--- src/rtl/bram_stream_reader.sv ---
// bram_stream_reader: streams start_len words out of a synchronous-read BRAM as valid/ready beats with a last flag
module bram_stream_reader #(
  parameter int WIDTH = 32,
  parameter int DEPTH = 32,
  localparam int AW = $clog2(DEPTH)
) (
  input  logic             clk,
  input  logic             reset,
  input  logic             start_valid,
  output logic             start_ready,
  input  logic [AW-1:0]    start_addr,
  input  logic [AW:0]      start_len,
  input  logic             abort,
  output logic [AW-1:0]    mem_addr,
  output logic             mem_we,
  output logic [WIDTH-1:0] mem_din,
  input  logic [WIDTH-1:0] mem_dout,
  output logic             out_valid,
  input  logic             out_ready,
  output logic [WIDTH-1:0] out_data,
  output logic             out_last,
  output logic             busy
);
  typedef enum logic [1:0] {IDLE, RUN, DRAIN} state_t;
  state_t           state_q, state_d;
  logic [AW-1:0]    rd_ptr_q, rd_ptr_d;
  logic [AW:0]      rem_q, rem_d;
  logic             infl_q, infl_d, infl_last_q, infl_last_d;
  logic [WIDTH-1:0] data_q [3];
  logic [WIDTH-1:0] data_d [3];
  logic [2:0]       last_q, last_d;
  logic [1:0]       cnt_q, cnt_d, wr_idx;
  logic             accept, issue, push, pop;
  assign start_ready = state_q == IDLE;
  assign busy        = !start_ready;
  assign mem_addr    = rd_ptr_q;
  assign mem_we      = 1'b0;
  assign mem_din     = '0;
  assign out_valid   = cnt_q != 2'd0;
  assign out_data    = data_q[0];
  assign out_last    = last_q[0];
  assign accept      = start_valid && start_ready && !abort;
  // Only registered occupancy gates issue, so out_ready never reaches mem_addr combinationally.
  assign issue       = state_q == RUN && rem_q != '0 && ({1'b0, cnt_q} + {2'b0, infl_q}) < 3'd3 && !abort;
  assign push        = infl_q;
  assign pop         = out_valid && out_ready;
  assign wr_idx      = cnt_q - {1'b0, pop};
  always_comb begin
    state_d     = state_q;
    rd_ptr_d    = rd_ptr_q;
    rem_d       = rem_q;
    infl_d      = issue;
    infl_last_d = issue && rem_q == (AW+1)'(1);
    cnt_d       = cnt_q + {1'b0, push} - {1'b0, pop};
    data_d      = data_q;
    last_d      = last_q;
    if (pop) begin
      data_d[0] = data_q[1];
      data_d[1] = data_q[2];
      last_d    = {last_q[2], last_q[2], last_q[1]};
    end
    if (push) begin
      data_d[wr_idx] = mem_dout;
      last_d[wr_idx] = infl_last_q;
    end
    if (accept) begin
      rd_ptr_d = start_addr;
      rem_d    = start_len;
      state_d  = start_len == '0 ? DRAIN : RUN;
    end
    if (issue) begin
      rd_ptr_d = rd_ptr_q == AW'(DEPTH-1) ? '0 : rd_ptr_q + 1'b1;
      rem_d    = rem_q - 1'b1;
      state_d  = rem_q == (AW+1)'(1) ? DRAIN : RUN;
    end
    if (state_q == DRAIN && !infl_q && cnt_d == 2'd0) state_d = IDLE;
    if (abort) begin
      state_d     = IDLE;
      cnt_d       = 2'd0;
      infl_d      = 1'b0;
      infl_last_d = 1'b0;
    end
  end
  always_ff @(posedge clk or posedge reset) begin
    if (reset) begin
      state_q     <= IDLE;
      rd_ptr_q    <= '0;
      rem_q       <= '0;
      infl_q      <= 1'b0;
      infl_last_q <= 1'b0;
      cnt_q       <= 2'd0;
      last_q      <= 3'd0;
      for (int i = 0; i < 3; i++) data_q[i] <= '0;
    end else begin
      state_q     <= state_d;
      rd_ptr_q    <= rd_ptr_d;
      rem_q       <= rem_d;
      infl_q      <= infl_d;
      infl_last_q <= infl_last_d;
      cnt_q       <= cnt_d;
      last_q      <= last_d;
      for (int i = 0; i < 3; i++) data_q[i] <= data_d[i];
    end
  end
endmodule

--- config.mk ---
export PLATFORM = sky130hd
export DESIGN_NAME = bram_stream_reader
export DESIGN_NICKNAME = d
export VERILOG_FILES = /design/src/rtl/bram_stream_reader.sv
export SDC_FILE = /design/constraint.sdc
export NUM_CORES = 1
export LEC_CHECK = 0
export ABC_CLOCK_PERIOD_IN_PS = 5600
export BUFFER_PORTS_ARGS = -buffer_cell sky130_fd_sc_hd__buf_2
export CORE_MARGIN = 2
export CORE_UTILIZATION = 59
export CTS_BUF_LIST = sky130_fd_sc_hd__clkbuf_4 sky130_fd_sc_hd__clkbuf_8 sky130_fd_sc_hd__clkbuf_16
export DETAILED_ROUTE_END_ITERATION = 16
export GPL_ROUTABILITY_DRIVEN = 0
export PLACE_DENSITY_LB_ADDON = 0.25
export SLEW_MARGIN = 20
export SYNTH_ARGS = -nofsm -noshare
export SYNTH_HDL_FRONTEND = slang
export SYNTH_SLANG_ARGS = --single-unit
--- constraint.sdc ---
create_clock -name clk -period 5.6 [get_ports clk]
set_input_delay 0.28 -clock clk [delete_from_list [all_inputs] [get_ports clk]]
set_output_delay 0.28 -clock clk [all_outputs]
set_load 0.03 [all_outputs]
==> results.tsv, run 1 <==
stage	metric	value	unit
pwr	finalPower	3.28	mW
cts	clk_latency	0.51	ns
timing	post-route-period-util	46.7	%
grt	grt_pass1_wl	17900	um
grt	grt_pass1_vias	3845	
detailed_routing	drc	0	
timing	tightestPinTransition	0.956	ns
synth	synth_common_cells	116 x dfrtp_1, 67 x mux2i_1, 65 x buf_4	
final_layout	final-seq-area	2900	um2
timing	final.setup_skew	0.0161	ns
synth	synth_ff_type	dfrtp_1	
timing	rsz0062_at_grt	no	
synth	synth-edff-count	0	
final_layout	fillCellCount	685	
detailed_routing	wire_per_inst	14.7	um
grt	grt_max_degree	79	
timing	drv_slew	0	
critical_path	start_kind	flip-flop	
synth	yosysSeqAreaShare	50.6	%
timing	fin_tns_setup	0	ns
floorplanning	fp-row-count	35	
min_path	hold_path.class	in2reg	
placed_design	placed_area	5930	um2
status	outcome	complete, no violations	
placed_design	dp_hpwl	6700	um
pwr	max-vdd-ir-drop	0.297	mV
grt	antenna_found_initial	0	
detailed_routing	routed_via_density	5.34	
synth	async_flop_share	100	%
cts	hold_buffers	14	
floorplanning	start_util	61.5	%
pwr	cellPowerDensity	494	nW/um2
cts	post_cts_buffers	0	
cts	cts_tree	done	
synth	syn_area	5740	um2
detailed_routing	vias	3982	
grt	grt_use_total	22.1	%
timing	final.min_clock_period	2.62	ns
detailed_routing	drt_wl_total	11000	um
cts	cts_root_buf	clkbuf_8	
floorplanning	fp.dieH	103	um
timing	hold_viol	0	
placed_design	dpl_worst_slack	3.01	ns
critical_path	cp_max_fo	11	
floorplanning	ios	122	
synth	synth_top_area_share	50.6	%
timing	timing.fmax	382	MHz
critical_path	required	5.99	ns
cts	clkTransAtPathRegs	0.06	ns
synth	syn_inst	537	
final_layout	area_growth	15.7	%
placed_design	io_buffer_count	88	
synth	synthTopCellsByArea	dfrtp_1 51%, mux2i_1 12%, buf_4 8.5%, mux2_2 6.5%, o21ai_0 3.2%	
floorplanning	fp.dieArea	10500	um2
synth	yosysWarnings	0	
final_layout	finalNetCount	658	
timing	max-slew-margin-rel	36.3	%
critical_path	end_kind	flip-flop	
final_layout	drive_above_1_share	26.9	%
cts	cts.sinks	116	
floorplanning	die_x	103	um
floorplanning	core	9330	um2
pwr	p_leak	3.57	nW
grt	overflow	0	
detailed_routing	drt-pass1-iter-count	4	
detailed_routing	initialDrtViolationCount	149	
synth	syn_area_per_cell	10.7	um2
synth	ys_seq_elements	116	
synth	netlist-cell-type-count	41	
timing	worst_slack	2.98	ns
cts	cts-resized-gates	0	
synth	synth_area_leader_cell	dfrtp_1	
run	cap_violations	0	
cts	htree_levels	4	
synth	synth.most_common_cell	dfrtp_1	
final_layout	multiInputGateArea	2380	um2
cts	cts_max_path_buffers	2	
timing	setup_viol	0	
cts	cts_made_buffers	17	
critical_path	worstSetupPathType	reg2reg	
critical_path	crit_arrival	3.01	ns
final_layout	fin_area	6640	um2
detailed_routing	ant_nets	0	
final_layout	diodes	0	
-- path summary, 6_finish.rpt --
path / start / endpoint / slack, ns / depth (start not counted)
min in group asynchronous: reset / out_data[5]$_DFF_PP0_ / 0.36 / 3
max: infl_q$_DFF_PP0_ / rem_q[1]$_DFFE_PP0P_ / 2.98 / 7
max reg2reg: infl_q$_DFF_PP0_ / rem_q[1]$_DFFE_PP0P_ / 2.98 / 7
max in group asynchronous: reset / data_q[34]$_DFF_PP0_ / 3.88 / 4
min reg2reg: flip-flop / flip-flop / 0.51 / 1
min: mem_dout[1] / out_data[1]$_DFF_PP0_ / 0.01 / 3
-- stage by stage --
stage	cells	utilization [%]	hold slack, ns
after global placement	699	63.6	0.346
after CTS	745	71.0	0.000491
after floorplan	569	-	0.346
after detailed placement	699	63.6	0.356
after global routing	745	71.2	0.00245
final	745	71.2	0.00995
-- area by class of cell --
class / count / area share [%]
Inverter: 7 / 0.433
Tap cell: 129 / 2.43
Clock inverter: 12 / 1.60
Clock buffer: 20 / 6.76
Multi-Input combinational cell: 355 / 35.9
Timing Repair Buffer: 106 / 9.19
Sequential cell: 116 / 43.7
-- metal layers --
metal / global-route usage [%] / share of wire, %
met5: 0 / 0
met4: 7.79 / 1.4
met3: 5.83 / 5.1
met2: 39.3 / 50
met1: 25.8 / 43
-- layout by cell type, fill, tap and decap left out, types with 3 or more instances in the layout --
cell	instances
a221o_1	3
clkbuf_8	3
a21oi_1	35
dlygate4sd3_1	14
dfrtp_1	116
mux2_2	33
nor2_1	41
ha_1	7
clkinv_2	4
nand2_1	47
nor2b_1	4
nand3_1	9
mux2i_1	67
nor4_1	3
o21ai_0	36
buf_2	88
buf_4	4
clkinvlp_4	4
conb_1	33
inv_1	5
clkbuf_16	16
-- power breakdown --
part | total [mW] | switching (mW) | leakage, nW | internal (mW)
Clock | 0.995 | 0.380 | 0.266 | 0.614
Sequential | 1.31 | 0.188 | 1.48 | 1.13
Combinational | 0.973 | 0.622 | 1.83 | 0.351
-- critical path, cell delays in order, from the launching register on --
cell,delay [ns]
dfrtp_1,0.46
ha_1,0.24
ha_1,0.19
or4b_1,0.53
a221o_1,0.43
clkinv_1,0.23
nor2_1,0.10
a221o_1,0.32
-- kinds of logic (layout without fill, tap and decap cells) --
| logic type | count (synthesis) | in the layout | synth area share [%] |
|---|---|---|---|
| buffers and inverters | 98 | 145 | 10.9 |
| and+or+nand+nor | 127 | 127 | 10.1 |
| muxes | 100 | 100 | 18.2 |
| adders and majority gates | 7 | 7 | 1.53 |
| AOI/OAI and AO/OA | 87 | 87 | 8.46 |
| other | 1 | 33 | 0.0654 |
| DFF | 116 | 116 | 50.6 |
| xor gates and xnor gates | 1 | 1 | 0.153 |
(Power assumes the default switching activity.)
==> inputs of run 2 (changes only) <==
ABC_AREA = 1   (was default)
ABC_CLOCK_PERIOD_IN_PS = 2350   (was 5600)
CORE_UTILIZATION = 50   (was 59)
clock period = 2.35 ns   (was 5.6 ns; I/O delays follow)
==> run 2 against run 1 <==
Effect of this change: maximum frequency rose by 29%; worst setup slack worse by 2.7 ns; clock-buffer cell count is 4 higher; first-iteration DRC count grew to 2.8 times the previous value; synthesized area is 3.0% higher; cell area grew 6.9%; clock skew is 0.0029 ns lower; routed wire length grew 20%.
==> results.tsv, run 2 <==
stage	metric	value	unit
status	outcome	complete, no violations	
cts	cts-resized-gates	0	
grt	grt_max_degree	67	
critical_path	cp_slowest_stage_delay	0.43	ns
final_layout	fillCellCount	1014	
critical_path	crit_arrival	2.34	ns
critical_path	worstSetupStartpoint	infl_q$_DFF_PP0_	
run	cap_violations	0	
floorplanning	core	11500	um2
synth	netlist-cell-type-count	27	
floorplanning	fp-row-count	39	
final_layout	layout_commonest_cell	nand2_1	
critical_path	crit_buf_inv	1	
critical_path	reg2reg_from	infl_q$_DFF_PP0_	
detailed_routing	routed_via_density	5.19	
pwr	swShare	37.4	%
timing	rsz0062_at_grt	no	
floorplanning	die_x	113	um
grt	grt_pass1_vias	4884	
synth	synth_area_leader_cell	dfrtp_1	
floorplanning	start_util	51.6	%
final_layout	mostFrequentLayoutCells	139 x nand2_1, 116 x dfrtp_1, 88 x buf_2	
placed_design	io_buffer_count	88	
timing	final.min_clock_period	2.03	ns
timing	setup_viol	0	
critical_path	endpoint	mem_addr[2]$_DFFE_PP0P_	
pwr	switching_power	3.34	mW
detailed_routing	vias	4970	
timing	whs	0.0361	ns
synth	synth.most_common_cell	nand2_1	
critical_path	worstSetupPathType	reg2reg	
timing	tightestPinTransition	0.677	ns
timing	drv_slew	0	
timing	hold_viol	0	
min_path	whs_path_depth	5	
synth	syn_inst	720	
critical_path	reg2reg_slack	0.32	ns
synth	synthTopCellsByArea	dfrtp_1 49%, nand2_1 9.0%, buf_4 8.6%, a31oi_1 7.0%, nand3_1 6.9%	
final_layout	area_growth	20.1	%
critical_path	ff2ff_path_depth	10	
pwr	cellPowerDensity	1260	nW/um2
critical_path	crit_slowest_cell	dfrtp_1	
detailed_routing	drt-pass1-iter-count	5	
pwr	p_clk_share	30.2	%
critical_path	r2r_end	mem_addr[2]$_DFFE_PP0P_	
detailed_routing	drt_wl_total	13100	um
synth	synth-edff-count	0	
detailed_routing	initialDrtViolationCount	414	
grt	grt_pass1_wl	22500	um
critical_path	required	2.66	ns
final_layout	diodes	0	
synth	yosysSeqAreaShare	49.1	%
detailed_routing	ant_nets	0	
timing	post-route-period-util	86.4	%
cts	cts_tree	done	
synth	async_flop_share	100	%
cts	cts_made_buffers	17	
pwr	seq_power_share	35.9	%
synth	synth_common_cells	142 x nand2_1, 116 x dfrtp_1, 85 x nor2_1	
synth	syn_area_per_cell	8.21	um2
critical_path	crit_family	simple AND/OR/NAND/NOR gates	
cts	cts.sinks	116	
floorplanning	ios	122	
placed_design	dp_hpwl	8110	um
timing	timing.fmax	492	MHz
critical_path	crit_top_cell	nand2_1	
timing	final.setup_skew	0.0132	ns
critical_path	end_kind	flip-flop	
cts	clkTransAtPathRegs	0.06	ns
cts	cts_max_path_buffers	2	
critical_path	start_kind	flip-flop	
timing	max-slew-margin-rel	54.9	%
synth	syn_area	5910	um2
synth	synth_top_area_share	49.1	%
critical_path	crit_path_cell_trace	ha_1 -> ha_1 -> nand2_1 -> nand2_1 -> nor2_1 -> nand2_2 -> nand2_2 -> or2_2 -> nand2_1 -> inv_1	
cts	cts_root_buf	clkbuf_16	
detailed_routing	wire_per_inst	13.7	um
floorplanning	fp.dieH	113	um
cts	clk_latency	0.41	ns
synth	synth_ff_type	dfrtp_1	
critical_path	cp.depth	10	
synth	yosysWarnings	0	
pwr	p_leak	3.54	nW
detailed_routing	drc	0	
timing	fin_tns_setup	0	ns
pwr	intPower	5.58	mW
final_layout	drive_above_1_share	17.9	%
cts	htree_levels	4	
grt	grt_use_total	21.7	%
pwr	max-vdd-ir-drop	0.739	mV
critical_path	cp_max_fo	17	
grt	antenna_found_initial	0	
floorplanning	fp.dieArea	12700	um2
min_path	hold_path.class	in2reg	
synth	ys_seq_elements	116	
final_layout	finalNetCount	856	
grt	overflow	0	
pwr	pwr-share-comb	33.9	%
[run 2: area by class of cell]
class | count | area [um2] | area share, %
clock inverter | 8 | 123 | 1.73
inverter | 52 | 199 | 2.80
clock buffer | 24 | 503 | 7.08
sequential | 116 | 2900 | 40.9
timing repair buffer | 139 | 943 | 13.3
multi-input combinational | 475 | 2250 | 31.7
tap | 143 | 179 | 2.52
[run 2: through the flow]
step                cell area, um2  std cells  worst slack (ns)  util, %  power (mW)
finish                        7100        957             0.319     61.9        8.92
global route                  7100        957             0.152     61.9        9.48
CTS                           7100        957             0.316     61.9        8.99
detailed placement            6090        887             0.337     53.1        6.20
global placement              6090        887             0.397     53.1        6.09
floorplan                     6040        752             0.636        -        5.82
[run 2: power groups by stage]
| stage | registers [mW] | logic (mW) | clock network [mW] |
|---|---|---|---|
| 6_report | 3.20 | 3.02 | 2.69 |
| 5_1_grt | 3.30 | 3.36 | 2.82 |
| 4_1_cts | 3.20 | 3.05 | 2.74 |
| 3_5_place_dp | 3.22 | 2.98 | 0 |
| 3_3_place_gp | 3.19 | 2.90 | 0 |
| 2_1_floorplan | 3.22 | 2.60 | 0 |
[run 2: kinds of logic (layout without fill, tap and decap cells)]
family / Yosys count / in the layout / share of synthesized area (%)
other: 1 / 33 / 0.0634
buffers and inverters: 161 / 223 / 15.2
DFF: 116 / 116 / 49.1
AOI/OAI and AO/OA: 114 / 114 / 11.2
adders and majority gates: 7 / 7 / 1.48
and+or+nand+nor: 317 / 317 / 22.4
xor gates and xnor gates: 4 / 4 / 0.593
[run 2: repair_timing]
item | 4_1_cts | 5_1_grt
hold buffers | 38 | 0
setup buffers | 0 | 0
hold endpoints to repair | 171 | 0
[run 2: worst min-delay path: cells and delay by family]
family / cells / cell delay, ns
AOI/OAI and AO/OA: 1 / 0.07
buffers and inverters: 2 / 0.11
and+or+nand+nor: 2 / 0.11
[run 2: how the worst min path moves through the flow]
stage / slack (ns) / to / from
detailed placement: 0.08 / out_data[10]$_DFF_PP0_ / reset
floorplan: 0.18 / cnt_q[0]$_DFF_PP0_ / abort
finish: 0.04 / mem_addr[3]$_DFFE_PP0P_ / start_addr[3]
CTS: 0.02 / mem_addr[2]$_DFFE_PP0P_ / start_addr[2]
global route: 0.04 / mem_addr[0]$_DFFE_PP0P_ / start_addr[0]
global placement: 0.08 / out_data[10]$_DFF_PP0_ / reset
[run 2: per-layer routing]
layer | vias to the layer above | track usage [%] | part of all wire [%]
met2 | 160 | 36.2 | 50
met4 | 0 | 7.89 | 0.47
li1 | 2436 | - | -
met3 | 6 | 4.18 | 5.3
met1 | 2368 | 28.3 | 44
met5 | - | 0 | 0
